$ cat config.mk
export PLATFORM = sky130hd
export DESIGN_NAME = mem_port_arbiter
export DESIGN_NICKNAME = d
export VERILOG_FILES = /design/src/rtl/mem_port_arbiter_pkg.sv /design/src/rtl/mem_port_ibuf.sv /design/src/rtl/mem_port_arbiter.sv
export SDC_FILE = /design/constraint.sdc
export NUM_CORES = 1
export LEC_CHECK = 0
export ABC_AREA = 0
export BUFFER_PORTS_ARGS = -buffer_cell sky130_fd_sc_hd__buf_2
export CORE_AREA = 2 2 103 105
export CTS_BUF_LIST = sky130_fd_sc_hd__clkbuf_8
export CTS_CLUSTER_DIAMETER = 40
export CTS_CLUSTER_SIZE = 10
export DETAILED_ROUTE_END_ITERATION = 10
export DIE_AREA = 0 0 105 107
export GPL_ROUTABILITY_DRIVEN = 0
export PLACE_DENSITY = 0.66
export REMOVE_ABC_BUFFERS = 1
export SLEW_MARGIN = 20
export SYNTH_ARGS = -nofsm -noshare
export SYNTH_HDL_FRONTEND = slang
export SYNTH_SLANG_ARGS = --single-unit
$ cat constraint.sdc
create_clock -name clk -period 3.8 [get_ports clk]
set_input_delay 1.14 -clock clk [delete_from_list [all_inputs] [get_ports clk]]
set_output_delay 1.14 -clock clk [all_outputs]
set_load 0.005 [all_outputs]
$ cat src/rtl/mem_port_arbiter_pkg.sv
// mem_port_arbiter_pkg: shared types and constants for the fetch/data memory arbiter.
package mem_port_arbiter_pkg;

  localparam int LAT_CNT_W       = 4;
  localparam int MEM_LATENCY_MAX = 15;

  typedef enum logic [1:0] {
    IDLE = 2'd0,
    BUSY = 2'd1,
    DONE = 2'd2
  } state_t;

  typedef enum logic {
    FETCH = 1'b0,
    DATA  = 1'b1
  } owner_t;

  // Keep the latency compare value inside the counter's legal range 1..MEM_LATENCY_MAX.
  function automatic logic [LAT_CNT_W-1:0] lat_clamp(input int lat);
    if (lat < 1) begin
      return LAT_CNT_W'(1);
    end else if (lat > MEM_LATENCY_MAX) begin
      return LAT_CNT_W'(MEM_LATENCY_MAX);
    end else begin
      return LAT_CNT_W'(lat);
    end
  endfunction

endpackage

$ cat src/rtl/mem_port_ibuf.sv
// mem_port_ibuf: one-entry fetch buffer {valid, word tag, data}.
// Only built when MEM_PORT_ARBITER_IBUF_EN is defined.
`ifdef MEM_PORT_ARBITER_IBUF_EN
module mem_port_ibuf
  import mem_port_arbiter_pkg::*;
#(
  parameter int DATA_W = 32,
  parameter int TAG_W  = 30
) (
  input  logic              clk,
  input  logic              rst,
  input  logic              fill_en,
  input  logic [TAG_W-1:0]  fill_tag,
  input  logic [DATA_W-1:0] fill_data,
  input  logic              inv_en,
  input  logic [TAG_W-1:0]  inv_tag,
  input  logic [TAG_W-1:0]  lookup_tag,
  output logic              hit,
  output logic [DATA_W-1:0] hit_data
);

  logic              valid_reg;
  logic [TAG_W-1:0]  tag_reg;
  logic [DATA_W-1:0] data_reg;

  // Valid bit: cleared by reset or a store to the buffered word, set on every fetch fill.
  always_ff @(posedge clk) begin
    if (!rst) begin
      valid_reg <= 1'b0;
    end else if (inv_en && (inv_tag == tag_reg)) begin
      valid_reg <= 1'b0;
    end else if (fill_en) begin
      valid_reg <= 1'b1;
    end
  end

  // Tag and data payload; meaningless while valid is low, so no reset needed.
  always_ff @(posedge clk) begin
    if (fill_en) begin
      tag_reg  <= fill_tag;
      data_reg <= fill_data;
    end
  end

  assign hit      = valid_reg && (lookup_tag == tag_reg);
  assign hit_data = data_reg;

endmodule
`endif

$ cat src/rtl/mem_port_arbiter.sv
// mem_port_arbiter: serialises the core's fetch and load/store ports onto one
// single-ported RAM with a fixed read latency. Data wins over fetch.
// Optional fetch buffer: define MEM_PORT_ARBITER_IBUF_EN.
module mem_port_arbiter
  import mem_port_arbiter_pkg::*;
#(
  parameter int MEM_LATENCY = 1,
  parameter int DATA_W      = 32,
  parameter int ADDR_W      = 32
) (
  input  logic              clk,
  input  logic              rst,
  input  logic              if_req,
  input  logic [ADDR_W-1:0] if_addr,
  output logic [DATA_W-1:0] if_rdata,
  output logic              if_ready,
  input  logic              d_req,
  input  logic              d_we,
  input  logic [ADDR_W-1:0] d_addr,
  input  logic [DATA_W-1:0] d_wdata,
  output logic [DATA_W-1:0] d_rdata,
  output logic              d_ready,
  output logic              mem_en,
  output logic              mem_we,
  output logic [ADDR_W-1:0] mem_addr,
  output logic [DATA_W-1:0] mem_wdata,
  input  logic [DATA_W-1:0] mem_rdata,
  output logic              stall
);

  localparam logic [LAT_CNT_W-1:0] LAT = lat_clamp(MEM_LATENCY);

  state_t                 state_reg, state_next;
  owner_t                 owner_reg, owner_next;
  logic [LAT_CNT_W-1:0]   cnt_reg, cnt_next;
  logic                   we_reg, we_next;
  logic [DATA_W-1:0]      if_rdata_reg;
  logic [DATA_W-1:0]      d_rdata_reg;

  logic                   grant;
  logic                   grant_data;
  logic                   capture;
  logic                   hit_take;
  logic                   ibuf_hit;
  logic [DATA_W-1:0]      ibuf_data;

`ifdef MEM_PORT_ARBITER_IBUF_EN
  logic [ADDR_W-3:0]      fetch_tag_reg;

  // Remember which word the in-flight fetch targets so the buffer is filled with the right tag.
  always_ff @(posedge clk) begin
    if (grant && !grant_data) begin
      fetch_tag_reg <= if_addr[ADDR_W-1:2];
    end
  end

  mem_port_ibuf #(
    .DATA_W (DATA_W),
    .TAG_W  (ADDR_W - 2)
  ) u_ibuf (
    .clk        (clk),
    .rst        (rst),
    .fill_en    (capture && (owner_reg == FETCH)),
    .fill_tag   (fetch_tag_reg),
    .fill_data  (mem_rdata),
    .inv_en     (grant_data && d_we),
    .inv_tag    (d_addr[ADDR_W-1:2]),
    .lookup_tag (if_addr[ADDR_W-1:2]),
    .hit        (ibuf_hit),
    .hit_data   (ibuf_data)
  );
`else
  assign ibuf_hit  = 1'b0;
  assign ibuf_data = '0;
`endif

  // Next-state: grant in IDLE (data first), count latency in BUSY, one ready cycle in DONE.
  always_comb begin
    state_next = state_reg;
    owner_next = owner_reg;
    cnt_next   = cnt_reg;
    we_next    = we_reg;
    grant      = 1'b0;
    grant_data = 1'b0;
    capture    = 1'b0;
    hit_take   = 1'b0;
    case (state_reg)
      IDLE: begin
        // No grant while reset is asserted, so mem_en stays low through reset.
        if (rst) begin
          if (d_req) begin
            grant      = 1'b1;
            grant_data = 1'b1;
            owner_next = DATA;
            we_next    = d_we;
            cnt_next   = LAT_CNT_W'(1);
            state_next = BUSY;
          end else if (if_req) begin
            owner_next = FETCH;
            we_next    = 1'b0;
            if (ibuf_hit) begin
              hit_take   = 1'b1;
              state_next = DONE;
            end else begin
              grant      = 1'b1;
              cnt_next   = LAT_CNT_W'(1);
              state_next = BUSY;
            end
          end
        end
      end
      BUSY: begin
        if (cnt_reg == LAT) begin
          capture    = 1'b1;
          state_next = DONE;
        end else begin
          cnt_next = cnt_reg + LAT_CNT_W'(1);
        end
      end
      DONE: begin
        state_next = IDLE;
      end
      default: begin
        state_next = IDLE;
      end
    endcase
  end

  // Control state register.
  always_ff @(posedge clk) begin
    if (!rst) begin
      state_reg <= IDLE;
      owner_reg <= FETCH;
      cnt_reg   <= '0;
      we_reg    <= 1'b0;
    end else begin
      state_reg <= state_next;
      owner_reg <= owner_next;
      cnt_reg   <= cnt_next;
      we_reg    <= we_next;
    end
  end

  // Read-data registers: only the owner's register loads; stores leave d_rdata untouched.
  always_ff @(posedge clk) begin
    if (!rst) begin
      if_rdata_reg <= '0;
      d_rdata_reg  <= '0;
    end else begin
      if (hit_take) begin
        if_rdata_reg <= ibuf_data;
      end else if (capture && (owner_reg == FETCH)) begin
        if_rdata_reg <= mem_rdata;
      end
      if (capture && (owner_reg == DATA) && !we_reg) begin
        d_rdata_reg <= mem_rdata;
      end
    end
  end

  assign mem_en    = grant;
  assign mem_we    = grant_data & d_we;
  assign mem_addr  = d_req ? d_addr : if_addr;
  assign mem_wdata = d_wdata;

  assign if_ready  = (state_reg == DONE) && (owner_reg == FETCH);
  assign d_ready   = (state_reg == DONE) && (owner_reg == DATA);
  assign if_rdata  = if_rdata_reg;
  assign d_rdata   = d_rdata_reg;

  assign stall     = (if_req & ~if_ready) | (d_req & ~d_ready);

endmodule

; ---- Yosys cells after proc, flatten, opt, wreduce, memory -nomap -nowiden
; Cells that the tools add are included.
[totals]
out_inout_bits = 133
latch_bits = 0
romBits = 0
ram_bits = 0
ff_bits = 72
n_memories = 0
[op_classes]
n_lt_le_gt_ge = 0
eq_ne = 6
reduce_logical = 12
n_mul = 0
n_shift = 0
n_addsub = 1
bitwise = 7
div_mod_pow = 0
mux = 21
[ops]
columns = operator, count
row1 = 2-to-1 mux 32 bit, 1
row2 = 2-to-1 mux 1 bit, 12
row3 = 2-to-1 mux 4 bit, 3
row4 = case mux 4 bit (2 select lines), 1
row5 = 2-to-1 mux 2 bit, 3
row6 = logical AND 1 bit, 5
row7 = "adder 4 x 1 -> 4 bit, second input constant", 1
row8 = "equality test 4 x 1 -> 1 bit, second input constant", 1
row9 = "inequality test 2 bit, second input constant", 2
row10 = case mux 2 bit (2 select lines), 1
row11 = AND reduction 2 bit, 2
row12 = nonzero test 2 bit, 2
row13 = AND 1 bit, 3
row14 = "inequality test 3 bit, second input constant", 1
row15 = inverter 1 bit, 3
row16 = AND reduction 3 bit, 1
row17 = "equality test 2 x 1 -> 1 bit, second input constant", 1
row18 = "equality test 2 bit, second input constant", 1
row19 = zero test 2 bit, 1
row20 = zero test 1 bit, 1
row21 = OR 1 bit, 1

; ---- Longest topological paths before layout
[logic_depth]
depth_word = 5
ltp_mapped = 6

; ---- Worst setup path after synthesis
; OpenSTA, ideal clock, no wires.
[synth_timing]
path_kind = input to output
from = input port d_req
to = output port mem_addr[0]
arrival_time_ns = 2.150
path_slack_ns = 0.510
path_stages = 3
n_path_buf = 2
required_time_ns = 2.660
cell_sequence = clkbuf_1 buf_1 mux2_2
[synth_between]
elab_chain_cells = 1
[synth_lines]
columns = element, line
row1 = from (decl), mem_port_arbiter.sv:17  ; input logic d_req,
row2 = 2-to-1 mux 32 bit, mem_port_arbiter.sv:163  ; assign mem_addr = d_req ? d_addr : if_addr;
row3 = to (decl), mem_port_arbiter.sv:25  ; output logic [ADDR_W-1:0] mem_addr,
; Every way passes these cells.

; ---- Worst setup path after layout
[layout_timing]
from = input port d_req
to = output port mem_addr[26]
; The elaborated chain is that of the path after synthesis.

==> qor.yml <==
detailed_routing:
  dr.pass1.iters: 5
  vias: 3121
  wl_per_cell_um: 18.7
  drtIter0Drc: 128
  drc: 0
  wirelength_um: 12500
  vias_per_cell: 4.69
  antenna_left: 0
yosys:
  synth_warnings: 0
  yosys.area.top_type: "dfxtp_1"
  synthArstFlopShare: 0
  synth_compound_area_frac: 0.0258
  synth.distinct_cells: 33
  synth_simple_gate_area_frac: 0.148
  ys_top_cells_by_count: "nand2_1 (97), dfxtp_1 (72), mux2i_1 (64), buf_4 (32), mux2_2 (32)"
  ys_seq_area_frac: 0.419
  synth_xor_area_frac: 0
  ys_ff_latch: 72
  synth.area.top_cells: "dfxtp_1 (42%), mux2i_1 (19%), nand2_1 (11%)"
  yosysTopAreaCellShare: 0.419
  synth_edf_count: 0
  synth.mux.area_fraction: 0.291
  ys.flop_type: "dfxtp_1"
  yosys.area_share.adder: 0.00728
  synth.avg_cell_area_um2: 9.50
  synth_most_common_cell: "nand2_1"
  syn_area_um2: 3440
  synthCells: 362
  synth_top_family_by_area: "multiplexers"
cts:
  tritoncts: "built"
  clock_sinks: 72
  clk_latency_ns: 0.34
  cts_made_buffers: 9
  clkSlewWorstSetupHoldPaths_ns: 0.08
  cts-htree-levels: 3
  post-cts-setup-buffers: 0
  postCtsResizedCells: 0
  clockBufferDepth: 2
  root_buffer: "clkbuf_8"
  hold_buffers: 0
final_layout:
  drive_gt1_frac: 0.485
  antennaDiodeCount: 0
  nets: 660
  fillers: 1021
  utilization: 0.451
  syn_to_final_growth_pct: 32.4
floorplan:
  start_util: 0.341
  io_pins: 266
  row_count: 37
  die_area_um2: 11200
  die_w_um: 105
  die_h_um: 107
  coreArea_um2: 10100
global_route:
  grt_use_total: 0.219
  antenna_found_initial: 0
  grt_max_degree: 98
  grt.overflow.total: 0
  grt_pass1_vias: 3097
  grt_pass1_wl_um: 18400
sta:
  tightest_slew_ns: 0.910
  clock_skew_ns: 0.00910
  slew_headroom: 0.393
  rsz0062_at_grt: "false"
  fmax_mhz: 302
  setup_ws_ns: 0.484
  hold_viol_final: 0
  drv_slew: 0
  setup_violations: 0
  min_period_ns: 3.32
  finalCritPeriodShare: 0.873
  fin_setup_tns_ns: 0
placed_design:
  dpl_worst_slack_ns: 0.509
  portBuffers: 201
  dp_hpwl_um: 10200
worst_setup_path:
  endpoint_kind: "output port"
  critical_path_class: "primary input to output port"
  worstPathRequired_ns: 2.66
  cp_max_fo: 36
  cp.arrival_ns: 2.18
  worstSetupStartpointType: "primary input"
outcome:
  status: "completed"
power_and_ir_drop:
  ir_drop_uv: 166
  powerDensity_nw_per_um2: 401
  leakage_nw: 2.37
job:
  cap_viol_max_count: 0
hold_path:
  worstHoldPathType: "register to register"
[per-stage QoR]
step	std cells	area, um^2	hold WS, ns	power [mW]
after floorplan	307	3080	0.448	0.940
after global placement	650	4310	0.441	1.09
after detailed placement	650	4310	0.443	1.09
after CTS	666	4550	0.458	1.84
after global routing	666	4550	0.475	1.89
final	666	4550	0.460	1.82
[cells in the final DEF, fill, tap and decap left out, types with 4 or more instances in the layout]
cell	n
a21oi_1	4
buf_2	201
buf_4	6
clkbuf_8	10
dfxtp_1	72
inv_1	5
mux2_2	32
mux2i_1	64
nand2_1	97
[power by group]
group	internal, mW	total (mW)	switching (mW)
Sequential	0.783	0.801	0.0188
Clock	0.452	0.743	0.291
Combinational	0.138	0.279	0.140
Total	1.37	1.82	0.450
[worst max-delay path, cell delays in order]
cell and delay, ns:
buf_2 0.08, buf_4 0.36, mux2_2 0.44, buf_2 0.14
[cell families (layout without fill, tap and decap cells)]
kind of cell             after synthesis  count (layout)
AO/OA/AOI/OAI                         14              14
buffers and inverters                 60             228
flip-flops                            72              72
AND/OR/NAND/NOR                      118             118
adder cells (fa/ha/maj)                2               2
multiplexers                          96              96
[area by class of cell]
cell class / count / area (um^2) / area share
Clock buffer: 10 / 138 / 0.0302
Clock inverter: 6 / 108 / 0.0236
Inverter: 5 / 18.8 / 0.00412
Multi-Input combinational cell: 230 / 1620 / 0.357
Sequential cell: 72 / 1440 / 0.317
Tap cell: 136 / 170 / 0.0374
Timing Repair Buffer: 207 / 1050 / 0.231
[metal layers]
metal  share of wire  wire length [um]  global-route usage  vias to the layer above
met5               0                 0                   0                        -
met4           0.017               217              0.0629                        0
met3            0.14              1790               0.140                       10
met2            0.45              5630               0.346                      170
met1            0.39              4840               0.244                     1437
li1                -                 -                   -                     1504
[worst paths after layout]
check                           slack [ns]  cells after the start            to        start
worst max-delay path                  0.48                      4  mem_addr[26]        d_req
worst min-delay path                  0.46                      2   if_rdata[8]  if_rdata[8]
worst max register to register        1.92                      5   if_rdata[4]   cnt_reg[0]
worst min register to register        0.46                      2   if_rdata[8]  if_rdata[8]
(Power assumes the default switching activity.)
